## src/rtl/mips_define.sv

```systemverilog
// rtl/mips_define.sv - shared MIPS EXE/CP0 codes, register numbers and bit positions
package mips_define;

  // Coprocessor operation codes issued by the decode controller
  localparam logic [1:0] EXE_CP_NONE  = 2'd0;
  localparam logic [1:0] EXE_CP_STORE = 2'd1;
  localparam logic [1:0] EXE_CP_ERET  = 2'd2;
  localparam logic [1:0] EXE_CP_RSVD  = 2'd3;

  // CP0 register numbers
  localparam logic [4:0] CP0_SR    = 5'd12;
  localparam logic [4:0] CP0_CAUSE = 5'd13;
  localparam logic [4:0] CP0_EPC   = 5'd14;
  localparam logic [4:0] CP0_EHBR  = 5'd15;

  // Architectural bit positions
  localparam int SR_IE     = 0;
  localparam int CAUSE_IP2 = 10;

  // Redirect sequencer states
  typedef enum logic [1:0] {
    ST_IDLE  = 2'd0,
    ST_REDIR = 2'd1,
    ST_FLUSH = 2'd2
  } cp0_state_t;

endpackage

```

## src/rtl/cp0_unit_sync_edge.sv

```systemverilog
// rtl/cp0_unit_sync_edge.sv - N-stage synchroniser with rising-edge pulse
module sync_edge #(
  parameter int STAGES = 2
) (
  input  logic clk,
  input  logic rst,
  input  logic din,
  output logic rise
);

  logic [STAGES-1:0] sync_q;
  logic              last_q;

  // Shift the asynchronous input through the synchroniser and keep one
  // extra flop of history so a held level produces a single pulse
  always_ff @(posedge clk or posedge rst) begin
    if (rst) begin
      sync_q <= '0;
      last_q <= 1'b0;
    end else begin
      sync_q <= {sync_q[STAGES-2:0], din};
      last_q <= sync_q[STAGES-1];
    end
  end

  assign rise = sync_q[STAGES-1] & ~last_q;

endmodule

```

## src/rtl/cp0_unit.sv

```systemverilog
// rtl/cp0_unit.sv - MIPS coprocessor 0: status/cause/EPC/handler base and PC redirect
module cp0_unit
  import mips_define::*;
#(
  parameter logic [31:0] HANDLER_RST  = 32'h0000_0008,
  parameter int          SYNC_STAGES  = 2,
  parameter int          FLUSH_CYCLES = 3
) (
  input  logic        clk,
  input  logic        rst,
  input  logic        en,
  input  logic [1:0]  oper,
  input  logic [4:0]  addr_r,
  output logic [31:0] data_r,
  input  logic [4:0]  addr_w,
  input  logic [31:0] data_w,
  input  logic [31:0] ret_addr,
  input  logic        ret_valid,
  input  logic        ir_in,
  output logic        jump_en,
  output logic [31:0] jump_addr,
  output logic        int_pending
);

  localparam int CNT_W = (FLUSH_CYCLES > 1) ? $clog2(FLUSH_CYCLES) : 1;
  localparam logic [CNT_W-1:0] CNT_LOAD = CNT_W'(FLUSH_CYCLES - 1);

  cp0_state_t       state;
  logic [CNT_W-1:0] flush_cnt;
  logic             sr_ie;
  logic [31:0]      epc;
  logic [31:2]      ehbr;
  logic             pending;
  logic             ir_rise;

  logic             in_idle;
  logic             do_eret;
  logic             do_store;
  logic             do_irq;

  sync_edge #(
    .STAGES (SYNC_STAGES)
  ) u_sync_edge (
    .clk  (clk),
    .rst  (rst),
    .din  (ir_in),
    .rise (ir_rise)
  );

  // Decode this cycle's action; ERET beats MTC0, which beats interrupt entry.
  // Only NONE (and the reserved code, treated as NONE) leaves room for an interrupt.
  always_comb begin
    in_idle  = (state == ST_IDLE);
    do_eret  = in_idle & en & (oper == EXE_CP_ERET);
    do_store = in_idle & en & (oper == EXE_CP_STORE);
    do_irq   = in_idle & en & ((oper == EXE_CP_NONE) | (oper == EXE_CP_RSVD))
             & pending & sr_ie & ret_valid;
  end

  // Redirect sequencer: one-cycle jump pulse, then a flush window with interrupts held off
  always_ff @(posedge clk or posedge rst) begin
    if (rst) begin
      state     <= ST_IDLE;
      flush_cnt <= '0;
      jump_en   <= 1'b0;
      jump_addr <= 32'h0;
    end else begin
      case (state)
        ST_IDLE: begin
          jump_en <= 1'b0;
          if (do_eret) begin
            jump_en   <= 1'b1;
            jump_addr <= epc;
            state     <= ST_REDIR;
          end else if (do_irq) begin
            jump_en   <= 1'b1;
            jump_addr <= {ehbr, 2'b00};
            state     <= ST_REDIR;
          end
        end
        ST_REDIR: begin
          jump_en   <= 1'b0;
          flush_cnt <= CNT_LOAD;
          state     <= ST_FLUSH;
        end
        ST_FLUSH: begin
          jump_en <= 1'b0;
          if (flush_cnt == '0) begin
            state <= ST_IDLE;
          end else begin
            flush_cnt <= flush_cnt - 1'b1;
          end
        end
        default: begin
          jump_en <= 1'b0;
          state   <= ST_IDLE;
        end
      endcase
    end
  end

  // Architectural registers; CAUSE has no storage of its own, it mirrors pending
  always_ff @(posedge clk or posedge rst) begin
    if (rst) begin
      sr_ie <= 1'b0;
      epc   <= 32'h0;
      ehbr  <= HANDLER_RST[31:2];
    end else if (do_eret) begin
      sr_ie <= 1'b1;
    end else if (do_store) begin
      case (addr_w)
        CP0_SR:   sr_ie <= data_w[SR_IE];
        CP0_EPC:  epc   <= data_w;
        CP0_EHBR: ehbr  <= data_w[31:2];
        default:  ;
      endcase
    end else if (do_irq) begin
      sr_ie <= 1'b0;
      epc   <= ret_addr;
    end
  end

  // Latched interrupt request: armed by each synchronised rising edge, cleared on entry
  always_ff @(posedge clk or posedge rst) begin
    if (rst) begin
      pending <= 1'b0;
    end else begin
      pending <= (pending & ~do_irq) | ir_rise;
    end
  end

  // MFC0 read port; reads see register contents before any same-cycle write
  always_comb begin
    data_r = 32'h0;
    case (addr_r)
      CP0_SR:    data_r[SR_IE]     = sr_ie;
      CP0_CAUSE: data_r[CAUSE_IP2] = pending;
      CP0_EPC:   data_r            = epc;
      CP0_EHBR:  data_r            = {ehbr, 2'b00};
      default:   data_r            = 32'h0;
    endcase
  end

  assign int_pending = pending;

endmodule
```

## config.mk

```make
export PLATFORM = sky130hd
export DESIGN_NAME = cp0_unit
export DESIGN_NICKNAME = d
export VERILOG_FILES = /design/src/rtl/mips_define.sv /design/src/rtl/cp0_unit_sync_edge.sv /design/src/rtl/cp0_unit.sv
export SDC_FILE = /design/constraint.sdc
export NUM_CORES = 1
export LEC_CHECK = 0
export ABC_CLOCK_PERIOD_IN_PS = 3700
export CAP_MARGIN = 10
export CORE_MARGIN = 5
export CORE_UTILIZATION = 43
export CTS_BUF_LIST = sky130_fd_sc_hd__clkbuf_16
export DETAILED_ROUTE_END_ITERATION = 16
export PLACE_DENSITY = 0.74
export SETUP_SLACK_MARGIN = 0.5
export SYNTH_ARGS = -nofsm -noshare
export SYNTH_HDL_FRONTEND = slang
export SYNTH_SLANG_ARGS = --single-unit
```

## constraint.sdc

```tcl
create_clock -name clk -period 3.7 [get_ports clk]
set_clock_uncertainty 0.15 [all_clocks]
set_input_delay 0.74 -clock clk [delete_from_list [all_inputs] [get_ports clk]]
set_output_delay 0.74 -clock clk [all_outputs]
set_load 0.01 [all_outputs]
```

-- Word-level counts from Yosys, hierarchy flattened
Index checks and enable logic that the tools add are counted.
- muxes and demuxes: 22
- bitwise logic cells: 14
- add/sub/neg operators: 1
- equality and inequality tests: 17
- reduce and logical (&&, ||, !) cells: 13
- operator list (operator ; number):
    32-bit 2-to-1 mux ; 5
    21-bit case mux with 2 select lines ; 1
    5-bit by 4-bit == test with 1-bit output, second input constant ; 7
    9-bit case mux with 2 select lines ; 1
    1-bit AND ; 9
    2-bit 2-to-1 mux ; 4
    2-bit AND reduction ; 4
    1-bit 2-to-1 mux ; 7
    2-bit == test, second input constant ; 3
    2-bit zero test ; 3
    2-bit case mux with 3 select lines ; 1
    3-bit AND reduction ; 2
    2-bit nonzero test ; 3
    2-bit by 1-bit == test with 1-bit output, second input constant ; 2
    2-bit != test, second input constant ; 2
    2-bit case mux with 2 select lines ; 1
    3-bit by 1-bit != test with 1-bit output, second input constant ; 1
    3-bit by 2-bit != test with 1-bit output, second input constant ; 1
    1-bit inverter ; 3
    1-bit case mux with 3 select lines ; 1
    3-bit nonzero test ; 1
    2-bit by 1-bit != test with 1-bit output, second input constant ; 1
    1-bit bitwise OR ; 2
    1-bit case mux with 2 select lines ; 1
    2-bit by 1-bit subtractor with 2-bit output, second input constant ; 1
- register bits: 104

-- Logic depth before layout (Yosys ltp)
- depth in word-level cells: 9
- depth in mapped cells: 8
- mapped depth without buffers: 6

-- Hierarchy
Synthesis repeated with hierarchy kept, for this count alone.
- cells, all modules: 399
- area, all modules: 5034.8 um2
- modules (own cells, without submodules) (module ; cells an instance ; area an instance (um2) ; times used):
    cp0_unit ; 394 ; 4942.2 ; 1
    sync_edge ; 5 ; 92.6 ; 1

-- Worst setup path before layout
No wires, ideal clock.
- path type: input -> output
- from: in addr_r[3]
- to: out data_r[22]
- arrival time: 1751 ps
- stages on the path: 5
- path slack: 1059 ps
- cell sequence: nand3_1 -> nor3b_1 -> buf_2 -> buf_1 -> a22o_1
- cells in the longest elaborated chain, start to end: 2
- elaborated cells between the ends (all ways): 3
- RTL lines (element ; RTL line ; source):
    start: declaration ; cp0_unit.sv:13 ; input logic [4:0] addr_r,
    5-bit by 4-bit == test with 1-bit output ; cp0_unit.sv:135 ; case (addr_r)
    21-bit case mux with 2 select lines (*) ; cp0_unit.sv:135 ;
    end: declaration ; cp0_unit.sv:14 ; output logic [31:0] data_r,
Mark *: on every way between the ends. The rest lies on a longest branch, timed or not.

-- Worst setup path after layout
- from: in addr_r[2]
- to: out data_r[17]
The elaborated chain is that of the path after synthesis.

==> impl_metrics.toml <==
[run_status]
status = "completed"

[timing]
period_needed_ps = 3220
worst_slew_pin_slew_ps = 872
rsz0062_at_grt = "yes"
finalSetupTns_ps = 0
hold_violations = 0
setup_viol_count_final = 0
holdWs_ps = 204
post-route-period-util = 0.871
final-max-slew-violation-count = 0
relSlewSlack = 0.417
max_freq_ghz = 0.310

[synthesis]
synth_seq_area_share = 0.525
syn_inst = 406
synth_seq_cells = 104
ys_types = 33
syn_nets = 490
synth.yosys.warnings = 0
synth_area_per_cell_um2 = 12.2
syn_area_um2 = 4960

[setup_path]
crit_start = "addr_r[2]"
r2r-start = "state[1]$_DFFE_PP0P_"
critPathMaxFanout = 15
critPathRequiredTime_ps = 2810
end_kind = "output port"
arrival_ps = 2330
crit_path_start_kind = "input pin"
criticalPathCategory = "in -> out"

[placed_design]
hpwl_um = 9650
portBuffers = 146
place_congestion = 0.806

[drt]
drtIter0Drc = 236
drcViolationCount = 0
wl_per_cell_um = 20.9
drtPass1Iterations = 4
via_per_inst = 5.71
drt_wl_total_um = 14700
ant_nets = 0
num_vias = 4012

[hold_path]
hp-class = "reg -> reg"
min_from = "u_sync_edge.sync_q[0]$_DFF_PP0_"

[die]
core_area_um2 = 11400
die_h_um = 117
io_pins = 147
fp.dieArea_um2 = 13800
rows = 39
die_x_um = 117
initial_core_util = 0.436

[finish]
layout-drive-gt1-share = 0.304
area_growth_pct = 38.8
final_common_cell = "clkdlybuf4s50_1"
n_fill_cell = 923
nets = 639
antenna_cells = 0
final_cell_mix = "clkdlybuf4s50_1, dfrtp_1, mux2_2"

[global_routing]
grt_usage = 0.213
antenna_found_initial = 0
grt_pass1_vias = 4394
grt_overflow = 0
grt_max_degree = 43
grt_pass1_wl_um = 24000

[power]
power.leakage_nw = 3.03
p_per_area_nw_per_um2 = 596
p_clk_frac = 0.231
p_int_mw = 2.82
p_sw_frac = 0.313
netSwitchingPower_mw = 1.28
pwr-share-comb = 0.322
seqPwrFrac = 0.447
ir_drop_mv = 0.365

[job]
cap_violations = 0

[clock_network]
clockBufferDepth = 2
cts_tree = "built"
path_clk_slew_ps = 70
cts_inserted_buffers = 9
cts-root-buf = "clkbuf_16"
cts_max_level = 3
cts.sinks = 104
clock_latency_ps = 330
==> power groups by stage <==
stage          logic (mW)  registers, mW  clock network, mW
3_5_place_dp         1.33           1.85                  0
5_1_grt              1.44           1.88               1.01
4_1_cts              1.33           1.83              0.964
2_1_floorplan       0.653           1.83                  0
6_report             1.32           1.83              0.947
3_3_place_gp         1.28           1.83                  0
==> final cells by class <==
type / count / area [um2] / area share
Multi-Input combinational cell: 264 / 2210 / 0.322
Tap cell: 143 / 179 / 0.0260
Inverter: 9 / 37.5 / 0.00545
Timing Repair Buffer: 167 / 1550 / 0.225
Clock inverter: 7 / 70.1 / 0.0102
Sequential cell: 104 / 2600 / 0.378
Clock buffer: 9 / 225 / 0.0327
==> metal layers <==
metal	routed length [um]	GRT usage	vias up	share of wire
met3	1220	0.0741	11	0.083
li1	-	-	1821	-
met5	0	0	-	0
met2	7160	0.354	164	0.49
met1	6190	0.272	2016	0.42
met4	130	0.0363	0	0.0088
==> repair_timing <==
item	CTS	global route
pin swaps	2	2
resized for setup	35	60
setup endpoints to repair	31	30
buffers inserted	3	1
gates cloned	2	0
hold buffers	0	0
==> flip-flops by register name (all words and copies together) (netlist names) <==
| register | count |
|---|---|
| ehbr | 30 |
| epc | 32 |
| flush_cnt | 2 |
| int_pending | 1 |
| jump_addr | 32 |
| jump_en | 1 |
| sr_ie | 1 |
| state | 2 |
| u_sync_edge.last_q | 1 |
| u_sync_edge.sync_q | 2 |
==> path summary, 6_finish.rpt <==
check                                                        to  depth (start not counted)  slack [ps]
worst max-delay path                                 data_r[17]                          7         480
worst min-delay path            u_sync_edge.sync_q[1]$_DFF_PP0_                          0         200
worst max register to register             ehbr[31]$_DFFE_PP0P_                          5        1360
worst min register to register  u_sync_edge.sync_q[1]$_DFF_PP0_                          0         200
max in group asynchronous              jump_addr[8]$_DFFE_PP0P_                          3        1800
min in group asynchronous                   epc[11]$_DFFE_PP0P_                          2         780
==> Yosys cell counts <==
master	count	area, um2
a21oi_1	17	85.1
a22o_1	29	254
a22oi_1	16	120
a32o_1	2	20.0
and2_1	2	12.5
and4_1	1	8.76
buf_1	2	7.51
buf_2	9	45.0
buf_6	3	33.8
clkbuf_1	15	56.3
dfrtp_1	103	2580
dfstp_2	1	26.3
ha_1	3	37.5
inv_1	9	33.8
mux2_1	1	11.3
mux2_2	95	1070
mux2i_1	2	20.0
nand2_1	25	93.8
nand2_2	1	6.26
nand2b_1	1	6.26
nand3_1	2	10.0
nand3b_1	2	15.0
nand4_1	1	6.26
nor2_1	6	22.5
nor3_1	2	10.0
nor3b_1	1	7.51
nor3b_4	1	18.8
nor4_4	1	21.3
o21ai_0	19	95.1
o22a_1	3	26.3
o22ai_1	29	181
o32a_1	1	10.0
o32ai_1	1	8.76
==> cells by family (layout without fill, tap and decap cells) <==
logic type      after synthesis  after routing  synth area share
compound gates              117            117             0.161
flops                       104            104             0.525
mux                          98             98             0.222
simple gates                 46             46            0.0482
buf+inv                      38            192            0.0356
fa+ha+maj                     3              3           0.00757
==> worst max-delay path, cell delays in order <==
cell	delay, ps
clkdlybuf4s50_1	510
nand3_2	140
nor3b_4	210
buf_4	150
buf_12	150
a22o_1	150
dlygate4sd2_1	270
==> per-stage QoR <==
stage                     worst slack [ps]  power [mW]  utilization  cells  cell area, um2
after floorplan                       1060        2.49            -    406            4960
after global placement                 241        3.11        0.583    681            6630
after detailed placement               212        3.17        0.583    681            6630
after CTS                              264        4.13        0.614    702            6990
after global routing                   419        4.33        0.605    703            6880
final                                  479        4.10        0.605    703            6880
Note: power is estimated with default switching activity, not from simulation.
